$ cat src/rtl/mips_pkg.sv
// Shared encodings for the multicycle MIPS main controller.
// Build option MAIN_CTRL_ADDI_EN adds addi support (opcode 0x08).
package mips_pkg;

  typedef enum logic [3:0] {
    S_FETCH    = 4'd0,
    S_DECODE   = 4'd1,
    S_MEMADR   = 4'd2,
    S_MEMRD    = 4'd3,
    S_MEMWB    = 4'd4,
    S_MEMWR    = 4'd5,
    S_RTYPEEX  = 4'd6,
    S_RTYPEWB  = 4'd7,
    S_BEQEX    = 4'd8,
    S_JEX      = 4'd9,
    S_ADDIEX   = 4'd10,
    S_ADDIWB   = 4'd11
  } ctrl_state_t;

  localparam logic [5:0] OP_RTYPE = 6'h00;
  localparam logic [5:0] OP_LW    = 6'h23;
  localparam logic [5:0] OP_SW    = 6'h2B;
  localparam logic [5:0] OP_BEQ   = 6'h04;
  localparam logic [5:0] OP_J     = 6'h02;
  localparam logic [5:0] OP_ADDI  = 6'h08;

  localparam logic [1:0] ALUOP_ADD   = 2'b00;
  localparam logic [1:0] ALUOP_SUB   = 2'b01;
  localparam logic [1:0] ALUOP_FUNCT = 2'b10;

  localparam logic [1:0] SRCB_B      = 2'b00;
  localparam logic [1:0] SRCB_FOUR   = 2'b01;
  localparam logic [1:0] SRCB_IMM    = 2'b10;
  localparam logic [1:0] SRCB_IMM_SH = 2'b11;

  localparam logic [1:0] PCSRC_ALU    = 2'b00;
  localparam logic [1:0] PCSRC_ALUOUT = 2'b01;
  localparam logic [1:0] PCSRC_JUMP   = 2'b10;

  // Opcodes DECODE can dispatch; anything else raises illegal_op.
  function automatic logic op_supported(input logic [5:0] op);
    logic ok;
    ok = (op == OP_RTYPE) || (op == OP_LW) || (op == OP_SW) ||
         (op == OP_BEQ)   || (op == OP_J);
`ifdef MAIN_CTRL_ADDI_EN
    ok = ok || (op == OP_ADDI);
`endif
    return ok;
  endfunction

endpackage

$ cat src/rtl/main_ctrl_fsm_decode.sv
// Combinational state -> datapath control decode for main_ctrl_fsm.
// ADDIEX/ADDIWB decode only exists when MAIN_CTRL_ADDI_EN is defined.
module main_ctrl_decode
  import mips_pkg::*;
(
  input  logic [3:0] i_state,
  input  logic       i_mem_ready,
  output logic       o_iord,
  output logic       o_memwrite,
  output logic       o_irwrite,
  output logic       o_regdst,
  output logic       o_memtoreg,
  output logic       o_regwrite,
  output logic       o_alusrca,
  output logic [1:0] o_alusrcb,
  output logic [1:0] o_aluop,
  output logic [1:0] o_pcsrc,
  output logic       o_pcwrite,
  output logic       o_branch
);

  // Undefined encodings fall through with every control at 0.
  always_comb begin
    o_iord     = 1'b0;
    o_memwrite = 1'b0;
    o_irwrite  = 1'b0;
    o_regdst   = 1'b0;
    o_memtoreg = 1'b0;
    o_regwrite = 1'b0;
    o_alusrca  = 1'b0;
    o_alusrcb  = SRCB_B;
    o_aluop    = ALUOP_ADD;
    o_pcsrc    = PCSRC_ALU;
    o_pcwrite  = 1'b0;
    o_branch   = 1'b0;
    case (i_state)
      S_FETCH: begin
        o_alusrcb = SRCB_FOUR;
        o_irwrite = i_mem_ready;
        o_pcwrite = i_mem_ready;
      end
      S_DECODE: begin
        o_alusrcb = SRCB_IMM_SH;
      end
      S_MEMADR: begin
        o_alusrca = 1'b1;
        o_alusrcb = SRCB_IMM;
      end
      S_MEMRD: begin
        o_iord = 1'b1;
      end
      S_MEMWB: begin
        o_memtoreg = 1'b1;
        o_regwrite = 1'b1;
      end
      S_MEMWR: begin
        o_iord     = 1'b1;
        o_memwrite = 1'b1;
      end
      S_RTYPEEX: begin
        o_alusrca = 1'b1;
        o_aluop   = ALUOP_FUNCT;
      end
      S_RTYPEWB: begin
        o_regdst   = 1'b1;
        o_regwrite = 1'b1;
      end
      S_BEQEX: begin
        o_alusrca = 1'b1;
        o_aluop   = ALUOP_SUB;
        o_pcsrc   = PCSRC_ALUOUT;
        o_branch  = 1'b1;
      end
      S_JEX: begin
        o_pcsrc   = PCSRC_JUMP;
        o_pcwrite = 1'b1;
      end
`ifdef MAIN_CTRL_ADDI_EN
      S_ADDIEX: begin
        o_alusrca = 1'b1;
        o_alusrcb = SRCB_IMM;
      end
      S_ADDIWB: begin
        o_regwrite = 1'b1;
      end
`endif
      default: ;
    endcase
  end

endmodule

$ cat src/rtl/main_ctrl_fsm.sv
// Multicycle MIPS main control FSM: state register, opcode dispatch, pc_en.
// Define MAIN_CTRL_ADDI_EN to add the addi path (ADDIEX -> ADDIWB).
module main_ctrl_fsm
  import mips_pkg::*;
(
  input  logic       clk,
  input  logic       rst_n,
  input  logic [5:0] opcode,
  input  logic       zero,
  input  logic       mem_ready,
  output logic       IorD,
  output logic       MemWrite,
  output logic       IRWrite,
  output logic       RegDst,
  output logic       MemtoReg,
  output logic       RegWrite,
  output logic       ALUSrcA,
  output logic [1:0] ALUSrcB,
  output logic [1:0] ALUOp,
  output logic [1:0] PCSrc,
  output logic       pc_en,
  output logic       illegal_op,
  output logic [3:0] state_o
);

  ctrl_state_t r_state;

  logic w_memwrite;
  logic w_irwrite;
  logic w_regwrite;
  logic w_pcwrite;
  logic w_branch;
  logic w_illegal;

  always_ff @(posedge clk or negedge rst_n) begin
    if (!rst_n) begin
      r_state <= S_FETCH;
    end else begin
      case (r_state)
        S_FETCH:   if (mem_ready) r_state <= S_DECODE;
        S_DECODE: begin
          case (opcode)
            OP_LW, OP_SW: r_state <= S_MEMADR;
            OP_RTYPE:     r_state <= S_RTYPEEX;
            OP_BEQ:       r_state <= S_BEQEX;
            OP_J:         r_state <= S_JEX;
`ifdef MAIN_CTRL_ADDI_EN
            OP_ADDI:      r_state <= S_ADDIEX;
`endif
            default:      r_state <= S_FETCH;
          endcase
        end
        // Only lw and sw reach MEMADR; sw is the one that needs a store.
        S_MEMADR:  r_state <= (opcode == OP_SW) ? S_MEMWR : S_MEMRD;
        S_MEMRD:   if (mem_ready) r_state <= S_MEMWB;
        S_MEMWB:   r_state <= S_FETCH;
        S_MEMWR:   if (mem_ready) r_state <= S_FETCH;
        S_RTYPEEX: r_state <= S_RTYPEWB;
        S_RTYPEWB: r_state <= S_FETCH;
        S_BEQEX:   r_state <= S_FETCH;
        S_JEX:     r_state <= S_FETCH;
`ifdef MAIN_CTRL_ADDI_EN
        S_ADDIEX:  r_state <= S_ADDIWB;
        S_ADDIWB:  r_state <= S_FETCH;
`endif
        default:   r_state <= S_FETCH;
      endcase
    end
  end

  main_ctrl_decode u_decode (
    .i_state     (r_state),
    .i_mem_ready (mem_ready),
    .o_iord      (IorD),
    .o_memwrite  (w_memwrite),
    .o_irwrite   (w_irwrite),
    .o_regdst    (RegDst),
    .o_memtoreg  (MemtoReg),
    .o_regwrite  (w_regwrite),
    .o_alusrca   (ALUSrcA),
    .o_alusrcb   (ALUSrcB),
    .o_aluop     (ALUOp),
    .o_pcsrc     (PCSrc),
    .o_pcwrite   (w_pcwrite),
    .o_branch    (w_branch)
  );

  assign w_illegal = (r_state == S_DECODE) && !op_supported(opcode);

  // Strobes are masked by rst_n so nothing can fire while reset is held,
  // even though FETCH's IRWrite/PCWrite otherwise follow mem_ready.
  assign MemWrite   = w_memwrite & rst_n;
  assign IRWrite    = w_irwrite  & rst_n;
  assign RegWrite   = w_regwrite & rst_n;
  assign pc_en      = (w_pcwrite | (w_branch & zero)) & rst_n;
  assign illegal_op = w_illegal & rst_n;
  assign state_o    = r_state;

endmodule

$ cat config.mk
export PLATFORM = sky130hd
export DESIGN_NAME = main_ctrl_fsm
export DESIGN_NICKNAME = d
export VERILOG_FILES = /design/src/rtl/mips_pkg.sv /design/src/rtl/main_ctrl_fsm_decode.sv /design/src/rtl/main_ctrl_fsm.sv
export SDC_FILE = /design/constraint.sdc
export NUM_CORES = 1
export LEC_CHECK = 0
export ABC_AREA = 0
export CORE_UTILIZATION = 36
export DETAILED_ROUTE_END_ITERATION = 16
export GPL_TIMING_DRIVEN = 1
export PLACE_DENSITY = 0.77
export SLEW_MARGIN = 10
export SYNTH_ARGS = -nofsm -noshare
export SYNTH_HDL_FRONTEND = slang
export SYNTH_SLANG_ARGS = --single-unit
export TNS_END_PERCENT = 5
$ cat constraint.sdc
create_clock -name clk -period 1.9 [get_ports clk]
set_clock_uncertainty 0.2 [all_clocks]
set_input_delay 0.19 -clock clk [delete_from_list [all_inputs] [get_ports clk]]
set_output_delay 0.19 -clock clk [all_outputs]
set_load 0.03 [all_outputs]
==> After elaboration in Yosys (flattened, before gate mapping) <==
Index checks and enable logic that the tools add are counted.
Widths: inputs -> output; s select.
{ "word_totals": {"regBits": 4, "in_bits": 10, "output_inout_bits": 19, "elab_cells": 55} }
{ "classes": {"n_eq_ne": 16, "mux": 18, "bitwise_logic": 7, "reduce_logical": 13} }
{ "ops": {"columns": ["operator", "n"], "rows": [
  ["$pmux 4 s6", 1],
  ["$eq 4x3->1 const B", 4],
  ["$pmux 4 s4", 1],
  ["$eq 6x6->1 const B", 2],
  ["$mux 4", 3],
  ["$eq 4x2->1 const B", 2],
  ["$eq 4x4->1 const B", 2],
  ["$mux 1", 8],
  ["$pmux 2 s2", 2],
  ["$and 1x1->1", 6],
  ["$eq 6x2->1 const B", 1],
  ["$eq 6x3->1 const B", 1],
  ["$logic_not 6->1", 1],
  ["$ne 2x2->1 const B", 3],
  ["$pmux 2 s3", 1],
  ["$reduce_or 2->1", 3],
  ["$eq 4x1->1 const B", 1],
  ["$logic_not 4->1", 1],
  ["$logic_or 1x1->1", 4],
  ["$mux 3", 1],
  ["$reduce_and 3->1", 1],
  ["$reduce_or 3->1", 1],
  ["$pmux 1 s2", 1],
  ["$logic_and 1x1->1", 1],
  ["other kinds (2)", 2]
]} }

==> Depth between registers and ports, before layout <==
{ "logic_depth": {"word_depth": 8, "depth_mapped": 5, "depth_no_buf": 4} }

==> Cells and area by module <==
Synthesis repeated with hierarchy kept, for this count alone.
{ "hier_totals": {"hier_cells": 75, "area_unflattened_um2": 556.8} }
{ "by_module_without_submodules": {"columns": ["mod", "n_inst", "cells_per_inst", "area_each_um2", "seq_area_each_um2"], "rows": [
  ["main_ctrl_fsm", 1, 46, 354.1, 100.1],
  ["main_ctrl_decode", 1, 29, 202.7, 0.0]
]} }

==> Worst setup path after synthesis <==
No wires, ideal clock.
{ "synth_timing": {"kind": "register to output", "startpoint": "reg r_state[3], in the netlist state_o[3]", "endpoint": "out RegWrite", "arrival_time_ns": 2.159, "required_time_ns": 1.510, "setup_slack_ns": -0.649, "stages_incl_launch_ff": 4, "path_buffers": 1, "cell_sequence": "dfrtp_1 -> buf_2 -> nor4_1 -> o21a_1"} }
{ "synth_between": {"elab_chain_len": 4, "elab_cells_between_ends": 5, "classes_between": "eq/ne (2); mux (1); bitwise (1); reduce/logical (1)"} }
{ "synth_rtl": {"columns": ["element", "line_no", "rtl"], "rows": [
  ["start, declared", "main_ctrl_fsm.sv:26", "ctrl_state_t r_state;"],
  ["start signal, assigned", "main_ctrl_fsm.sv:54", "S_MEMADR: r_state <= (opcode == OP_SW) ? S_MEMWR : S_MEMRD;"],
  ["$eq 4x3->1", "main_ctrl_fsm_decode.sv:36", "case (i_state)"],
  ["$reduce_or 2->1 (no line) (*)", null, null],
  ["$mux 1 (*)", "main_ctrl_fsm_decode.sv:36", null],
  ["$and 1x1->1 (*)", "main_ctrl_fsm.sv:94", "assign RegWrite = w_regwrite & rst_n;"],
  ["end, declared", "main_ctrl_fsm.sv:16", "output logic RegWrite,"]
]} }
Every way passes the cells marked *; elsewhere a longest branch is shown, timed or not.

==> Final worst setup path <==
{ "layout_timing": {"startpoint": "in opcode[5]", "endpoint": "out illegal_op"} }
{ "layout_between": {"elab_chain_len": 8, "elab_cells_between_ends": 12, "classes_between": "eq/ne (4); bitwise (1); reduce/logical (7)"} }
{ "layout_rtl": {"columns": ["element", "line_no", "rtl"], "rows": [
  ["start, declared", "main_ctrl_fsm.sv:8", "input logic [5:0] opcode,"],
  ["$eq 6x6->1 / $logic_not 6->1 (equally long branches)", "mips_pkg.sv:43", "ok = (op == OP_RTYPE) || (op == OP_LW) || (op == OP_SW) ||"],
  ["$logic_or 1x1->1 (3 in series)", "mips_pkg.sv:43", null],
  ["$logic_or 1x1->1 (*)", "mips_pkg.sv:44", "(op == OP_BEQ) || (op == OP_J);"],
  ["$logic_not 1->1 (*)", "main_ctrl_fsm.sv:88", "assign w_illegal = (r_state == S_DECODE) && !op_supported(opcode);"],
  ["$logic_and 1x1->1 (*)", "main_ctrl_fsm.sv:88", null],
  ["$and 1x1->1 (*)", "main_ctrl_fsm.sv:96", "assign illegal_op = w_illegal & rst_n;"],
  ["end, declared", "main_ctrl_fsm.sv:22", "output logic illegal_op,"]
]} }
Marked as above.

==> flow_summary_export.csv <==
group,metric,value,unit
routing,drc_errors,0,
synth,synth.distinct_cells,34,
clock_network,clock_latency,0.23,ns
pwr,p_leak,0.460,nW
synth,mean_syn_cell_area,7.32,um2
critical_path,crit_arrival,1.50,ns
synth,synthAdderAreaFrac,0,%
finish,stdcell_area,951,um2
synth,yosysSeqAreaShare,20.4,%
synth,synth_xor_area_share,3.57,%
sta,worst_hold_slack,0.162,ns
routing,drt_wl_total,1.57,mm
floorplan,core_region_area,1190,um2
sta,slew_headroom,77.7,%
pwr,clock_power_share,12.4,%
floorplan,die_y,38.9,um
critical_path,critPathLaunch,"opcode[5]",
routing,drt_iter0_markers,10,
global_routing,grt_antenna_before_repair,0,
critical_path,worstReg2RegStart,"state_o[0]",
sta,clock.fmax,530,MHz
global_routing,first_global_vias,551,
placed_design,post-place-cells,121,
synth,synth_area,490,um2
floorplan,ioPinCount,29,
pwr,p_comb_share,73.5,%
routing,drt-vias-per-instance,5.33,
global_routing,grt_use_total,22.8,%
clock_network,tritoncts,"yes",
routing,first_drt_pass_iteration_count,4,
placed_design,buffer_ports.inserted,28,
clock_network,number_of_buffers_added_by_the_clock_tree_synthesis_step,3,
clock_network,numClockSinks,4,
critical_path,timing.reg2reg.worst_path_depth,5,
hold_path,worstHoldPathType,"primary input to asynchronous set/reset pin",
critical_path,worst-r2r-setup-slack,0.41,ns
critical_path,crit_path_max_fanout,4,
clock_network,htree_levels,1,
synth,post_synth_and_or_nand_nor_area_fraction,44.9,%
sta,fin_crit_sh,99.2,%
critical_path,critical_path_class,"primary input to output pin",
finish,largest_register_ffs,4,
clock_network,register_clock_pin_slew_on_the_reported_worst_setup_and_hold_paths,0.04,ns
synth,synth_seq_cells,4,
finish,area_growth_syn_to_layout,93.9,%
global_routing,grt_pass1_wl,2.36,mm
finish,mostFrequentLayoutCells,"sky130_fd_sc_hd__buf_4, sky130_fd_sc_hd__nor2_1, sky130_fd_sc_hd__clkdlybuf4s50_1",
finish,finalNonFillerCells,125,
synth,synth-edff-count,0,
pwr,netSwitchingPower,0.387,mW
synth,synth-async-reset-ratio,100,%
synth,mappedNetlistNets,77,
pwr,netSwitchingFraction,46.9,%
sta,finalMaxSlewViolations,0,
placed_design,routabilityCongestion,0.837,
placed_design,placed_instance_area,875,um2
finish,most_common_library_cell_in_the_layout_ignoring_fill_and_taps,"sky130_fd_sc_hd__buf_4",
routing,via_count,666,
job,max_cap_violations,0,
finish,ff_latch_area,100,um2
finish,layout.nets,123,
finish,antenna_diodes,0,
critical_path,worst_setup_path_start_kind,"primary input",
synth,post_synth_inst_count,67,
synth,synthMuxAreaShare,2.30,%
synth,ys_warn_count,0,
sta,setup_repair_after_global_routing_missed_its_margin,"yes",
sta,period_needed,1.89,ns
routing,drt-wirelength-per-cell,12.6,um
clock_network,cts.path.max_buffers,2,
floorplan,rows,12,
sta,tightestPinTransition,0.334,ns
floorplan,start_util,41.4,%
critical_path,critPathRequiredTime,1.51,ns
clock_network,clockRootBuffer,"sky130_fd_sc_hd__clkbuf_4",
outcome,run_status,"completed",
critical_path,worstSetupEndpointType,"output pin",
placed_design,detailed_place_hpwl,1.20,mm
floorplan,fp.dieArea,1510,um2
global_routing,overflow,0,
routing,detail-route-antenna-nets,0,
synth,synth_top_family_by_area,"simple AND/OR/NAND/NOR gates",
pwr,final_power,0.826,mW
clock_network,hold_buffers,0,
critical_path,worst_r2r_end,"state_o[2]",
pwr,peakVddDrop,0.000803,V
sta,setup_viol,0,
sta,hold_violations,0,
pwr,p_int,0.439,mW
synth,compound_gate_portion_of_the_synthesized_area,23.7,%
pwr,power-per-cell-area,869,nW/um2
pwr,sequentialPowerShare,14.1,%
floorplan,floorplan.die.width,38.9,um
synth,synth_flop_cell,"sky130_fd_sc_hd__dfrtp_1",
finish,drive_gt1_share,41.4,%
finish,filler_cell_count,88,
finish,multiInputGateArea,413,um2
global_routing,grt_max_degree,18,
sta,timing.setup.tns,0,ns
-- cell usage after synthesis, drive strengths merged (2+ instances only) --
library cell  instances  area share [%]
nor4b                 2             4.8
nand3                 2             3.1
o21ai                 6             6.1
nand2b                2             2.6
buf                   3             3.6
xnor2                 2             3.6
nand2                 5             3.8
nor2b                 2             2.6
a21oi                 5             5.1
nor2                 11             8.4
nor3                  5             7.4
and3                  2             2.6
dfrtp                 4              20
-- cell families (layout without fill, tap and decap cells) --
kind of cell              Yosys count  count (layout)
xor gates and xnor gates            2               2
DFF                                 4               4
muxes                               1               1
and+or+nand+nor                    37              37
AOI/OAI and AO/OA                  18              18
buffers and inverters               5              49
-- worst max path at each step --
stage | slack, ns | endpoint
floorplan | -0.16 | RegWrite
global placement | -0.42 | illegal_op
detailed placement | -0.49 | illegal_op
CTS | -0.02 | illegal_op
global route | -0.04 | illegal_op
finish | 0.01 | illegal_op
-- routing by layer --
metal	track usage, %	share of wire, %	vias to the layer above
li1	-	-	340
met1	24.6	37	295
met2	45.0	55	31
met3	6.94	7.5	0
met4	0	0	0
met5	0	0	-
-- layout make-up --
cell class / instances / share of cell area (%)
Inverter: 1 / 0.921
Sequential cell: 4 / 10.5
Tap cell: 14 / 1.84
Clock buffer: 3 / 2.37
Multi-Input combinational cell: 58 / 43.4
Timing Repair Buffer: 45 / 40.9
-- worst max-delay path: stages --
cell,delay (ns)
sky130_fd_sc_hd__clkdlybuf4s50_1,0.42
sky130_fd_sc_hd__or3_4,0.43
sky130_fd_sc_hd__o311ai_4,0.22
sky130_fd_sc_hd__a21oi_1,0.07
sky130_fd_sc_hd__buf_4,0.17
-- stage by stage --
step                util (%)  setup slack [ns]
finish                  80.2            0.0149
global placement        73.7            -0.425
floorplan                  -            -0.159
CTS                     77.4           -0.0176
global route            80.2           -0.0429
detailed placement      73.7            -0.489
-- what timing repair did --
action,CTS,global route
gates resized for setup,13,7
setup endpoints to repair,6,6
pin swaps,2,3
buffers inserted,0,1
-- power groups by stage --
stage / combinational [mW] / sequential, mW / clock [mW]
floorplan: 0.298 / 0.163 / 0
global placement: 0.558 / 0.110 / 0
finish: 0.607 / 0.116 / 0.103
CTS: 0.578 / 0.111 / 0.106
global route: 0.643 / 0.118 / 0.114
detailed placement: 0.564 / 0.112 / 0
No activity file was read; power rests on OpenSTA's default activity.
